File: config.mk
export PLATFORM = sky130hd
export DESIGN_NAME = stream_demux_flat
export DESIGN_NICKNAME = d
export VERILOG_FILES = /design/src/rtl/stream_demux_if.sv /design/src/rtl/stream_demux.sv /design/src/flat_wrapper.sv
export SDC_FILE = /design/constraint.sdc
export NUM_CORES = 1
export LEC_CHECK = 0
export CORE_MARGIN = 5
export CORE_UTILIZATION = 30
export CTS_CLUSTER_DIAMETER = 80
export CTS_CLUSTER_SIZE = 12
export DETAILED_ROUTE_END_ITERATION = 6
export PLACE_DENSITY = 0.6
export SYNTH_ARGS = -nofsm -noshare
export SYNTH_HDL_FRONTEND = slang
export SYNTH_SLANG_ARGS = --single-unit
File: constraint.sdc
create_clock -name i_clk -period 1.6 [get_ports i_clk]
set_input_delay 0.24 -clock i_clk [delete_from_list [all_inputs] [get_ports i_clk]]
set_output_delay 0.24 -clock i_clk [all_outputs]
set_load 0.005 [all_outputs]
File: src/rtl/stream_demux_if.sv
// -----------------------------------------------------------------------------
// stream_demux_if
//
// Purpose:
//   Bundles the producer-side and consumer-side handshake signals of
//   stream_demux into one interface. It is parameterised with the same values
//   as the demux instance it connects to.
//
// Signals:
//   in_valid   producer -> demux  input beat present
//   in_ready   demux -> producer  beat accepted when in_valid && in_ready
//   in_sel     producer -> demux  destination channel (SEL_W bits)
//   in_data    producer -> demux  payload (WIDTH bits)
//   out_valid  demux -> consumers bit c: channel c holds a beat
//   out_ready  consumers -> demux bit c: consumer c accepts this cycle
//   out_data   demux -> consumers channel c payload at [c*WIDTH +: WIDTH]
//   drop_count demux -> observer  saturating count of out-of-range beats
//
// Modports:
//   master  environment view (producer, consumers, observer)
//   slave   demux view
// -----------------------------------------------------------------------------
interface stream_demux_if #(
    parameter int WIDTH   = 8,
    parameter int NUM_OUT = 4,
    parameter int CNT_W   = 8
);
    // Derived from NUM_OUT; never set independently.
    localparam int SEL_W = $clog2(NUM_OUT);

    logic                       in_valid;
    logic                       in_ready;
    logic [SEL_W-1:0]           in_sel;
    logic [WIDTH-1:0]           in_data;
    logic [NUM_OUT-1:0]         out_valid;
    logic [NUM_OUT-1:0]         out_ready;
    logic [NUM_OUT*WIDTH-1:0]   out_data;
    logic [CNT_W-1:0]           drop_count;

    modport master (
        output in_valid,
        output in_sel,
        output in_data,
        output out_ready,
        input  in_ready,
        input  out_valid,
        input  out_data,
        input  drop_count
    );

    modport slave (
        input  in_valid,
        input  in_sel,
        input  in_data,
        input  out_ready,
        output in_ready,
        output out_valid,
        output out_data,
        output drop_count
    );
endinterface

File: src/rtl/stream_demux.sv
// -----------------------------------------------------------------------------
// stream_demux
//
// Purpose:
//   1-to-NUM_OUT stream demultiplexer with valid/ready handshaking. Every input
//   beat carries a channel select and is steered into a one-entry output
//   register on that channel, where it waits until the channel's consumer
//   takes it. Beats whose select is out of range are swallowed and counted.
//
// Ports:
//   i_clk   clock, all logic on the rising edge
//   i_rst   synchronous reset, active high
//   io_bus  stream_demux_if.slave: in_valid/in_ready/in_sel/in_data from the
//           producer, out_valid/out_ready/out_data per consumer channel, and
//           drop_count
//
// Behaviour summary:
//   - channel c is free when it is empty or its consumer is taking the beat
//     this cycle; in_ready is the free status of the selected channel, or 1
//     for an out-of-range select
//   - a load and a drain on the same channel in one cycle keep the channel
//     full with the new beat, giving one beat per cycle sustained
//   - a stalled channel holds in_ready low for beats addressed to it, so the
//     producer waits and ordering stays strictly in-order
//   - 1-cycle latency; no combinational path from in_data to any output
// -----------------------------------------------------------------------------
module stream_demux #(
    parameter int WIDTH   = 8,
    parameter int NUM_OUT = 4,
    parameter int CNT_W   = 8
) (
    input  logic          i_clk,
    input  logic          i_rst,
    stream_demux_if.slave io_bus
);
    // Derived from NUM_OUT; never set independently.
    localparam int SEL_W = $clog2(NUM_OUT);

    // -------------------------------------------------------------------------
    // State
    // -------------------------------------------------------------------------
    logic [NUM_OUT-1:0] r_valid;
    logic [WIDTH-1:0]   r_data [NUM_OUT];
    logic [CNT_W-1:0]   r_drop_count;

    // -------------------------------------------------------------------------
    // Combinational decode
    // -------------------------------------------------------------------------
    logic [NUM_OUT-1:0] w_sel_hot;   // one-hot of in_sel (all zero if out of range)
    logic [NUM_OUT-1:0] w_free;      // channel can take a beat this cycle
    logic [NUM_OUT-1:0] w_load;      // channel loads in_data at this edge
    logic [NUM_OUT-1:0] w_drain;     // consumer takes the held beat at this edge
    logic               w_in_range;
    logic               w_accept;
    logic               w_drop;

    // When NUM_OUT is a power of two every select value is a real channel, and
    // the range compare would be a constant; only build it when it can fail.
    if (NUM_OUT == (1 << SEL_W)) begin : g_full_range
        assign w_in_range = 1'b1;
    end else begin : g_partial_range
        assign w_in_range = (io_bus.in_sel < SEL_W'(NUM_OUT));
    end

    always_comb begin
        // NOTE: give every combinational output a default before the loop so
        // no path leaves it unassigned, which would infer a latch.
        w_sel_hot = '0;
        for (int c = 0; c < NUM_OUT; c++) begin
            w_sel_hot[c] = (io_bus.in_sel == SEL_W'(c));
        end
    end

    // During reset the channels are treated as already cleared, so any
    // in-range select reports free; accepts in that cycle are ignored below.
    assign w_free   = ~r_valid | io_bus.out_ready | {NUM_OUT{i_rst}};
    assign w_drain  = r_valid & io_bus.out_ready;

    // Out-of-range beats are always taken so they never stall the producer.
    assign io_bus.in_ready = !w_in_range || ((w_sel_hot & w_free) != '0);

    assign w_accept = io_bus.in_valid && io_bus.in_ready && !i_rst;
    assign w_load   = w_sel_hot & {NUM_OUT{w_accept && w_in_range}};
    assign w_drop   = w_accept && !w_in_range;

    // -------------------------------------------------------------------------
    // Channel buffers and drop counter
    // -------------------------------------------------------------------------
    always_ff @(posedge i_clk) begin
        if (i_rst) begin
            // NOTE: the payload registers are cleared on reset because a
            // cleared out_data is part of the visible post-reset state, not
            // just the valid bits.
            r_valid      <= '0;
            r_drop_count <= '0;
            for (int c = 0; c < NUM_OUT; c++) begin
                r_data[c] <= '0;
            end
        end else begin
            // NOTE: non-blocking assignments so every register samples the
            // pre-edge values regardless of statement order.
            // A load wins over a drain: drain+load keeps the channel full.
            r_valid <= (r_valid & ~w_drain) | w_load;

            for (int c = 0; c < NUM_OUT; c++) begin
                if (w_load[c]) begin
                    r_data[c] <= io_bus.in_data;
                end
            end

            if (w_drop && (r_drop_count != '1)) begin
                r_drop_count <= r_drop_count + 1'b1;
            end
        end
    end

    // -------------------------------------------------------------------------
    // Outputs
    // -------------------------------------------------------------------------
    assign io_bus.out_valid  = r_valid;
    assign io_bus.drop_count = r_drop_count;

    for (genvar g = 0; g < NUM_OUT; g++) begin : g_out
        assign io_bus.out_data[g*WIDTH +: WIDTH] = r_data[g];

        // A held beat that the consumer is not taking must not move.
        a_out_stable : assert property (
            @(posedge i_clk) disable iff (i_rst)
            (r_valid[g] && !io_bus.out_ready[g]) |=> (r_valid[g] && $stable(r_data[g]))
        );
    end

    // Producer contract: a presented beat stays unchanged until it is taken.
    a_in_hold : assert property (
        @(posedge i_clk) disable iff (i_rst)
        (io_bus.in_valid && !io_bus.in_ready) |=>
            (io_bus.in_valid && $stable(io_bus.in_sel) && $stable(io_bus.in_data))
    );

endmodule

File: src/flat_wrapper.sv
// flat-port wrapper written by rule: the top's interface ports become plain ports
module stream_demux_flat 
#(
    parameter int WIDTH   = 8,
    parameter int NUM_OUT = 4,
    parameter int CNT_W   = 8
)
  (i_clk, i_rst, io_bus_in_valid, io_bus_in_sel, io_bus_in_data, io_bus_out_ready, io_bus_in_ready, io_bus_out_valid, io_bus_out_data, io_bus_drop_count);
  stream_demux_if #(.WIDTH(WIDTH), .NUM_OUT(NUM_OUT), .CNT_W(CNT_W)) io_bus_i ();
  input  logic i_clk;
  input  logic i_rst;
  input wire logic [$bits(io_bus_i.in_valid)-1:0] io_bus_in_valid;
  input wire logic [$bits(io_bus_i.in_sel)-1:0] io_bus_in_sel;
  input wire logic [$bits(io_bus_i.in_data)-1:0] io_bus_in_data;
  input wire logic [$bits(io_bus_i.out_ready)-1:0] io_bus_out_ready;
  output wire logic [$bits(io_bus_i.in_ready)-1:0] io_bus_in_ready;
  output wire logic [$bits(io_bus_i.out_valid)-1:0] io_bus_out_valid;
  output wire logic [$bits(io_bus_i.out_data)-1:0] io_bus_out_data;
  output wire logic [$bits(io_bus_i.drop_count)-1:0] io_bus_drop_count;
  assign io_bus_i.in_valid = io_bus_in_valid;
  assign io_bus_i.in_sel = io_bus_in_sel;
  assign io_bus_i.in_data = io_bus_in_data;
  assign io_bus_i.out_ready = io_bus_out_ready;
  assign io_bus_in_ready = io_bus_i.in_ready;
  assign io_bus_out_valid = io_bus_i.out_valid;
  assign io_bus_out_data = io_bus_i.out_data;
  assign io_bus_drop_count = io_bus_i.drop_count;
  stream_demux #(.WIDTH(WIDTH), .NUM_OUT(NUM_OUT), .CNT_W(CNT_W)) u_core (.i_clk(i_clk), .i_rst(i_rst), .io_bus(io_bus_i));
endmodule
# Word level (Yosys, flattened, before mapping)
# Memories as Yosys holds them, arrays and structs flattened.
# Index checks and enable logic that the tools add are counted.
[op_classes]
n_mux = 18
bitwise_logic = 13
reduce_logical = 5
n_eq_ne = 3
[op_table]
columns = ["operator", "count"]
rows = [
  ["8-bit two-way mux", 4],
  ["4-bit AND", 4],
  ["1-bit two-way mux", 14],
  ["4-bit bitwise OR", 3],
  ["4-bit inverter", 2],
  ["2-bit equality test, second input constant", 2],
  ["1-bit bitwise OR", 4],
  ["4-bit nonzero test", 1],
  ["2-bit by 1-bit equality test with 1-bit output, second input constant", 1],
  ["1-bit logical AND", 2],
  ["2-bit zero test", 1],
  ["1-bit zero test", 1],
]
[word_totals]
elab_cells = 41
output_inout_bits = 45
ram_bits = 32
inputBits = 17
ff_bits = 4
n_memories = 1
[memory_table]
columns = ["name", "words", "width", "rd", "rd_ports_with_merged_regs", "write_ports", "line", "source"]
rows = [
  ["u_core.r_data", 4, 8, 4, 0, 4, "stream_demux.sv:43", "logic [WIDTH-1:0] r_data [NUM_OUT];"],
]

# Longest topological paths before layout
[logic_depth]
depth_word = 12
mapped_depth = 4
ltp_nobuf = 3

# Least setup slack after synthesis
# Ideal clock, no wire load.
[synth_path]
kind = "reg2out"
from = "reg u_core.r_valid[2], in the netlist u_core.io_bus.out_valid[2]"
to = "out io_bus_in_ready"
required_time_ns = 1.360
t_arrival_ns = 1.300
stages_incl_launch_ff = 4
slack_ns = 0.060
cell_sequence = "dfxtp_1 > or2b_2 > mux4_2 > or2_1"
[synth_between]
elab_chain_cells = 5
[synth_rtl]
columns = ["item", "line", "source"]
rows = [
  ["from (decl)", "stream_demux.sv:42", "logic [NUM_OUT-1:0] r_valid;"],
  ["from (signal assigned)", "stream_demux.sv:103", "r_valid <= (r_valid & ~w_drain) | w_load;"],
  ["4-bit inverter", "stream_demux.sv:76", "assign w_free = ~r_valid | io_bus.out_ready | {NUM_OUT{i_rst}};"],
  ["4-bit bitwise OR (2 in series)", "stream_demux.sv:76", ""],
  ["4-bit AND", "stream_demux.sv:80", "assign io_bus.in_ready = !w_in_range || ((w_sel_hot & w_free) != '0);"],
  ["4-bit nonzero test", "stream_demux.sv:80", ""],
  ["to (decl)", "flat_wrapper.sv:16", "output wire logic [$bits(io_bus_i.in_ready)-1:0] io_bus_in_ready;"],
]
# Every way passes these cells.

# Worst setup path in the final report
# Ends and elaborated chain as after synthesis.

==> impl_metrics.prom <==
# TYPE chip_impl_metric gauge
chip_impl_metric{name="post_drt_via_cell_ratio",unit=""} 4.169
chip_impl_metric{name="crit_path_max_fanout",unit=""} 2
chip_impl_info{name="crit_path_cell_trace",value="or2b_4 > mux4_2 > or2_1 > buf_2"} 1
chip_impl_metric{name="grt_max_degree",unit=""} 11
chip_impl_metric{name="detailroute.via_count",unit=""} 1038
chip_impl_metric{name="postPlaceCellArea",unit="µm²"} 2222
chip_impl_metric{name="cts_max_path_buffers",unit=""} 2
chip_impl_metric{name="wl_per_cell",unit="µm"} 13.70
chip_impl_metric{name="die_h",unit="µm"} 81.39
chip_impl_info{name="critical-path-slowest-cell",value="sky130_fd_sc_hd__mux4_2"} 1
chip_impl_metric{name="sw_share",unit="%"} 20.75
chip_impl_metric{name="cts-buffers-inserted",unit=""} 5
chip_impl_info{name="rsz_0062_raised_after_global_routing",value="true"} 1
chip_impl_info{name="cp-start-kind",value="flip-flop"} 1
chip_impl_metric{name="power_leakage",unit="nW"} 0.8821
chip_impl_metric{name="finish.instance_area",unit="µm²"} 2312
chip_impl_metric{name="layout.area.seq",unit="µm²"} 1042
chip_impl_info{name="status",value="finished, violations left"} 1
chip_impl_metric{name="vdd_ir_drop_max",unit="V"} 0.0002955
chip_impl_info{name="critical_path.top_delay_family",value="simple AND/OR/NAND/NOR gates"} 1
chip_impl_metric{name="fillers",unit=""} 467
chip_impl_metric{name="final_min_period_over_clock_period",unit="%"} 120.3
chip_impl_metric{name="timing.clock.skew",unit="ns"} 0.001868
chip_impl_metric{name="detailed_routed_wire_length_on_met3",unit="µm"} 370
chip_impl_info{name="clk_root_buffer_cell",value="sky130_fd_sc_hd__clkbuf_8"} 1
chip_impl_metric{name="clock_tree.htree_level_count",unit=""} 2
chip_impl_metric{name="initial_core_util",unit="%"} 30.32
chip_impl_metric{name="setup_viol_count_final",unit=""} 1
chip_impl_metric{name="clkSinkCount",unit=""} 36
chip_impl_metric{name="dieArea",unit="µm²"} 6624
chip_impl_metric{name="place.detailed.instances",unit=""} 242
chip_impl_metric{name="clkLatencyLatePin",unit="ns"} 0.28
chip_impl_info{name="critPathKind",value="reg -> out"} 1
chip_impl_metric{name="drt.antenna.violating_nets",unit=""} 0
chip_impl_metric{name="cts_hold_buffers",unit=""} 0
chip_impl_info{name="hp-class",value="in -> reg"} 1
chip_impl_metric{name="finalHoldViolations",unit=""} 0
chip_impl_info{name="violated_checks",value="setup timing"} 1
chip_impl_info{name="tritoncts",value="done"} 1
chip_impl_metric{name="sequential_element_share_of_the_synthesized_area",unit="%"} 68.09
chip_impl_info{name="top_layer",value="met4"} 1
chip_impl_metric{name="syn-cell-area",unit="µm²"} 1529
chip_impl_metric{name="route.final.wire_length",unit="mm"} 3.411
chip_impl_metric{name="io_pins",unit=""} 62
chip_impl_metric{name="drc",unit=""} 0
chip_impl_metric{name="post-cts-setup-buffer-count",unit=""} 0
chip_impl_metric{name="antenna-diode-count",unit=""} 0
chip_impl_metric{name="ys_warn_count",unit=""} 0
chip_impl_metric{name="grt_pass1_vias",unit=""} 1096
chip_impl_info{name="worst_setup_path_end_kind",value="primary output"} 1
chip_impl_metric{name="port-buffer-count",unit=""} 53
chip_impl_metric{name="combPwrFrac",unit="%"} 12.6
chip_impl_metric{name="number_of_antenna_violations_at_the_first_check_in_global_routing",unit=""} 0
chip_impl_metric{name="clock_transition_at_the_registers_of_the_reported_paths",unit="ns"} 0.06
chip_impl_metric{name="layout.core_utilization",unit="%"} 45.86
chip_impl_metric{name="clockPowerShare",unit="%"} 30.8
chip_impl_metric{name="global_route.usage.total",unit="%"} 10.90
chip_impl_metric{name="row_count",unit=""} 26
chip_impl_metric{name="multi_input_area",unit="µm²"} 459.2
chip_impl_metric{name="postSynthCellCount",unit=""} 106
chip_impl_metric{name="global_route_wire_length_before_repair",unit="mm"} 5.271
chip_impl_metric{name="globalplace.congestion",unit=""} 0.7656
chip_impl_metric{name="timing.max_cap.violations",unit=""} 0
chip_impl_metric{name="worstPathRequired",unit="ns"} 1.36
chip_impl_metric{name="internal_power_consumption",unit="mW"} 1.509
chip_impl_metric{name="syn_to_final_growth",unit="%"} 51.23
chip_impl_metric{name="final_critical_path_setup_slack",unit="ns"} -0.3252
chip_impl_metric{name="sequentialPowerShare",unit="%"} 56.7
chip_impl_metric{name="first_pass_iters",unit=""} 2
chip_impl_metric{name="global_route_total_overflow",unit=""} 0
chip_impl_metric{name="timing.critical_path.buf_inv",unit=""} 1
chip_impl_metric{name="routed-wl-met2",unit="mm"} 1.603
chip_impl_metric{name="post-route-min-period",unit="ns"} 1.925
chip_impl_metric{name="net_switching_component_of_the_power",unit="mW"} 0.3952
chip_impl_metric{name="max_freq",unit="MHz"} 519.4
chip_impl_metric{name="layout.cells.non_filler",unit=""} 249
chip_impl_metric{name="drt_iter0_drc",unit=""} 36
chip_impl_metric{name="hold_slack",unit="ns"} 0.4058
chip_impl_metric{name="drv_slew",unit=""} 0
chip_impl_metric{name="critPathMaxStageDelay",unit="ns"} 0.47
chip_impl_metric{name="met1_layer_wirelength_in_the_final_routing",unit="mm"} 1.404
chip_impl_metric{name="synth_cell_types",unit=""} 21
chip_impl_metric{name="power.density_cell_area",unit="nW/µm²"} 823.5
chip_impl_metric{name="placeableCoreArea",unit="µm²"} 5042
chip_impl_metric{name="dp_hpwl",unit="mm"} 2.737
chip_impl_metric{name="drive_gt1_share",unit="%"} 18.99
chip_impl_metric{name="final_net_count",unit=""} 196
chip_impl_metric{name="arrival",unit="ns"} 1.69
chip_impl_metric{name="avgSynthCellArea",unit="µm²"} 14.42
chip_impl_metric{name="die_width",unit="µm"} 81.39
chip_impl_metric{name="synth.ff_latch_count",unit=""} 36
==> cell type report <==
type,instances,area share (%)
sequential,36,45.08
timing repair buffer,68,27.81
multi-input combinational,67,19.86
tap,70,3.788
clock buffer,7,3.301
inverter,1,0.1623
==> path summary, 6_finish.rpt <==
kind	slack, ns	endpoint	depth (start not counted)	start
hold reg to reg	0.63	u_core.io_bus.out_valid[3]	3	u_core.io_bus.out_valid[3]
hold / removal	0.41	u_core.io_bus.out_valid[2]	4	io_bus_in_sel[1]
setup / recovery	-0.33	io_bus_in_ready	4	u_core.io_bus.out_valid[2]
setup reg to reg	0.26	u_core.r_data[2][3]	3	u_core.io_bus.out_valid[2]
==> worst min-delay path, stage by stage <==
cell,delay (ns)
sky130_fd_sc_hd__dlymetal6s2s_1,0.14
sky130_fd_sc_hd__buf_6,0.14
sky130_fd_sc_hd__nand3_1,0.06
sky130_fd_sc_hd__a21oi_1,0.06
==> per-stage QoR <==
step | TNS (ns) | total power [mW] | worst slack (ns)
after detailed placement | -11.21 | 1.339 | -0.7409
final | -0.3252 | 1.904 | -0.3252
after global placement | -9.604 | 1.332 | -0.6898
after CTS | -0.3502 | 1.925 | -0.3502
after global routing | -0.3990 | 1.986 | -0.3990
after floorplan | 0 | 1.177 | 0.06015
==> what timing repair did <==
action,CTS,global route
pin swaps,4,3
endpoints found under the hold margin,0,0
endpoints found under the setup margin,17,9
cloned,0,0
resized for setup,9,3
==> state kept, by name, indices dropped and copies added (netlist names) <==
signal / flops
u_core.io_bus.out_valid: 4
u_core.r_data: 32
==> power by group through the flow <==
stage	registers [mW]	logic (mW)	clock network (mW)
global route	1.08	0.259	0.644
global placement	1.10	0.233	0
floorplan	1.10	0.0739	0
finish	1.08	0.239	0.586
CTS	1.08	0.242	0.603
detailed placement	1.10	0.239	0
==> logic make-up after synthesis <==
family                 after synthesis  share of synthesized area (%)
other                                1                         0.2453
buffers and inverters               10                          4.419
muxes                                1                          1.473
and+or+nand+nor                     50                          21.85
DFF                                 36                          68.09
AOI/OAI and AO/OA                    8                          3.928
==> cells in the mapped netlist <==
cell type                  number  area share (%)
sky130_fd_sc_hd__nand3_1        2            0.65
sky130_fd_sc_hd__conb_1         1            0.25
sky130_fd_sc_hd__nor2b_1        3             1.2
sky130_fd_sc_hd__nand2b_1       3             1.2
sky130_fd_sc_hd__inv_2          1            0.25
sky130_fd_sc_hd__a31o_2         2             1.1
sky130_fd_sc_hd__nand3b_1       1            0.49
sky130_fd_sc_hd__nor3b_1        2            0.98
sky130_fd_sc_hd__or2_1          1            0.41
sky130_fd_sc_hd__or2b_2         1            0.57
sky130_fd_sc_hd__and2_1        32              13
sky130_fd_sc_hd__or3b_2         1            0.57
sky130_fd_sc_hd__a41o_2         2             1.5
sky130_fd_sc_hd__nor2_1         2            0.49
sky130_fd_sc_hd__edfxtp_1      32              63
sky130_fd_sc_hd__a21oi_1        4             1.3
sky130_fd_sc_hd__mux4_2         1             1.5
sky130_fd_sc_hd__buf_4          8             3.9
sky130_fd_sc_hd__dfxtp_1        4             5.2
sky130_fd_sc_hd__clkbuf_1       1            0.25
sky130_fd_sc_hd__nor3_4         2             2.1
==> per-layer routing <==
layer / vias up / global-route usage [%]
li1: 505 / -
met1: 475 / 12.28
met2: 54 / 18.65
met3: 4 / 4.767
met4: 0 / 3.041
met5: - / 0
==> cell usage in the layout, fill, tap and decap left out, drive strengths merged, types with 2 or more instances in the layout <==
cell and count:
buf 16, a31o 2, nor2 2, clkdlybuf4s50 50
dfxtp 4, and2 32, a21oi 4, edfxtp 32
nor2b 3, nand2b 3, conb 8, nand3 2
clkbuf 7, nor3b 2, nor3 2, a41o 2
Note: power is estimated with default switching activity, not from simulation.
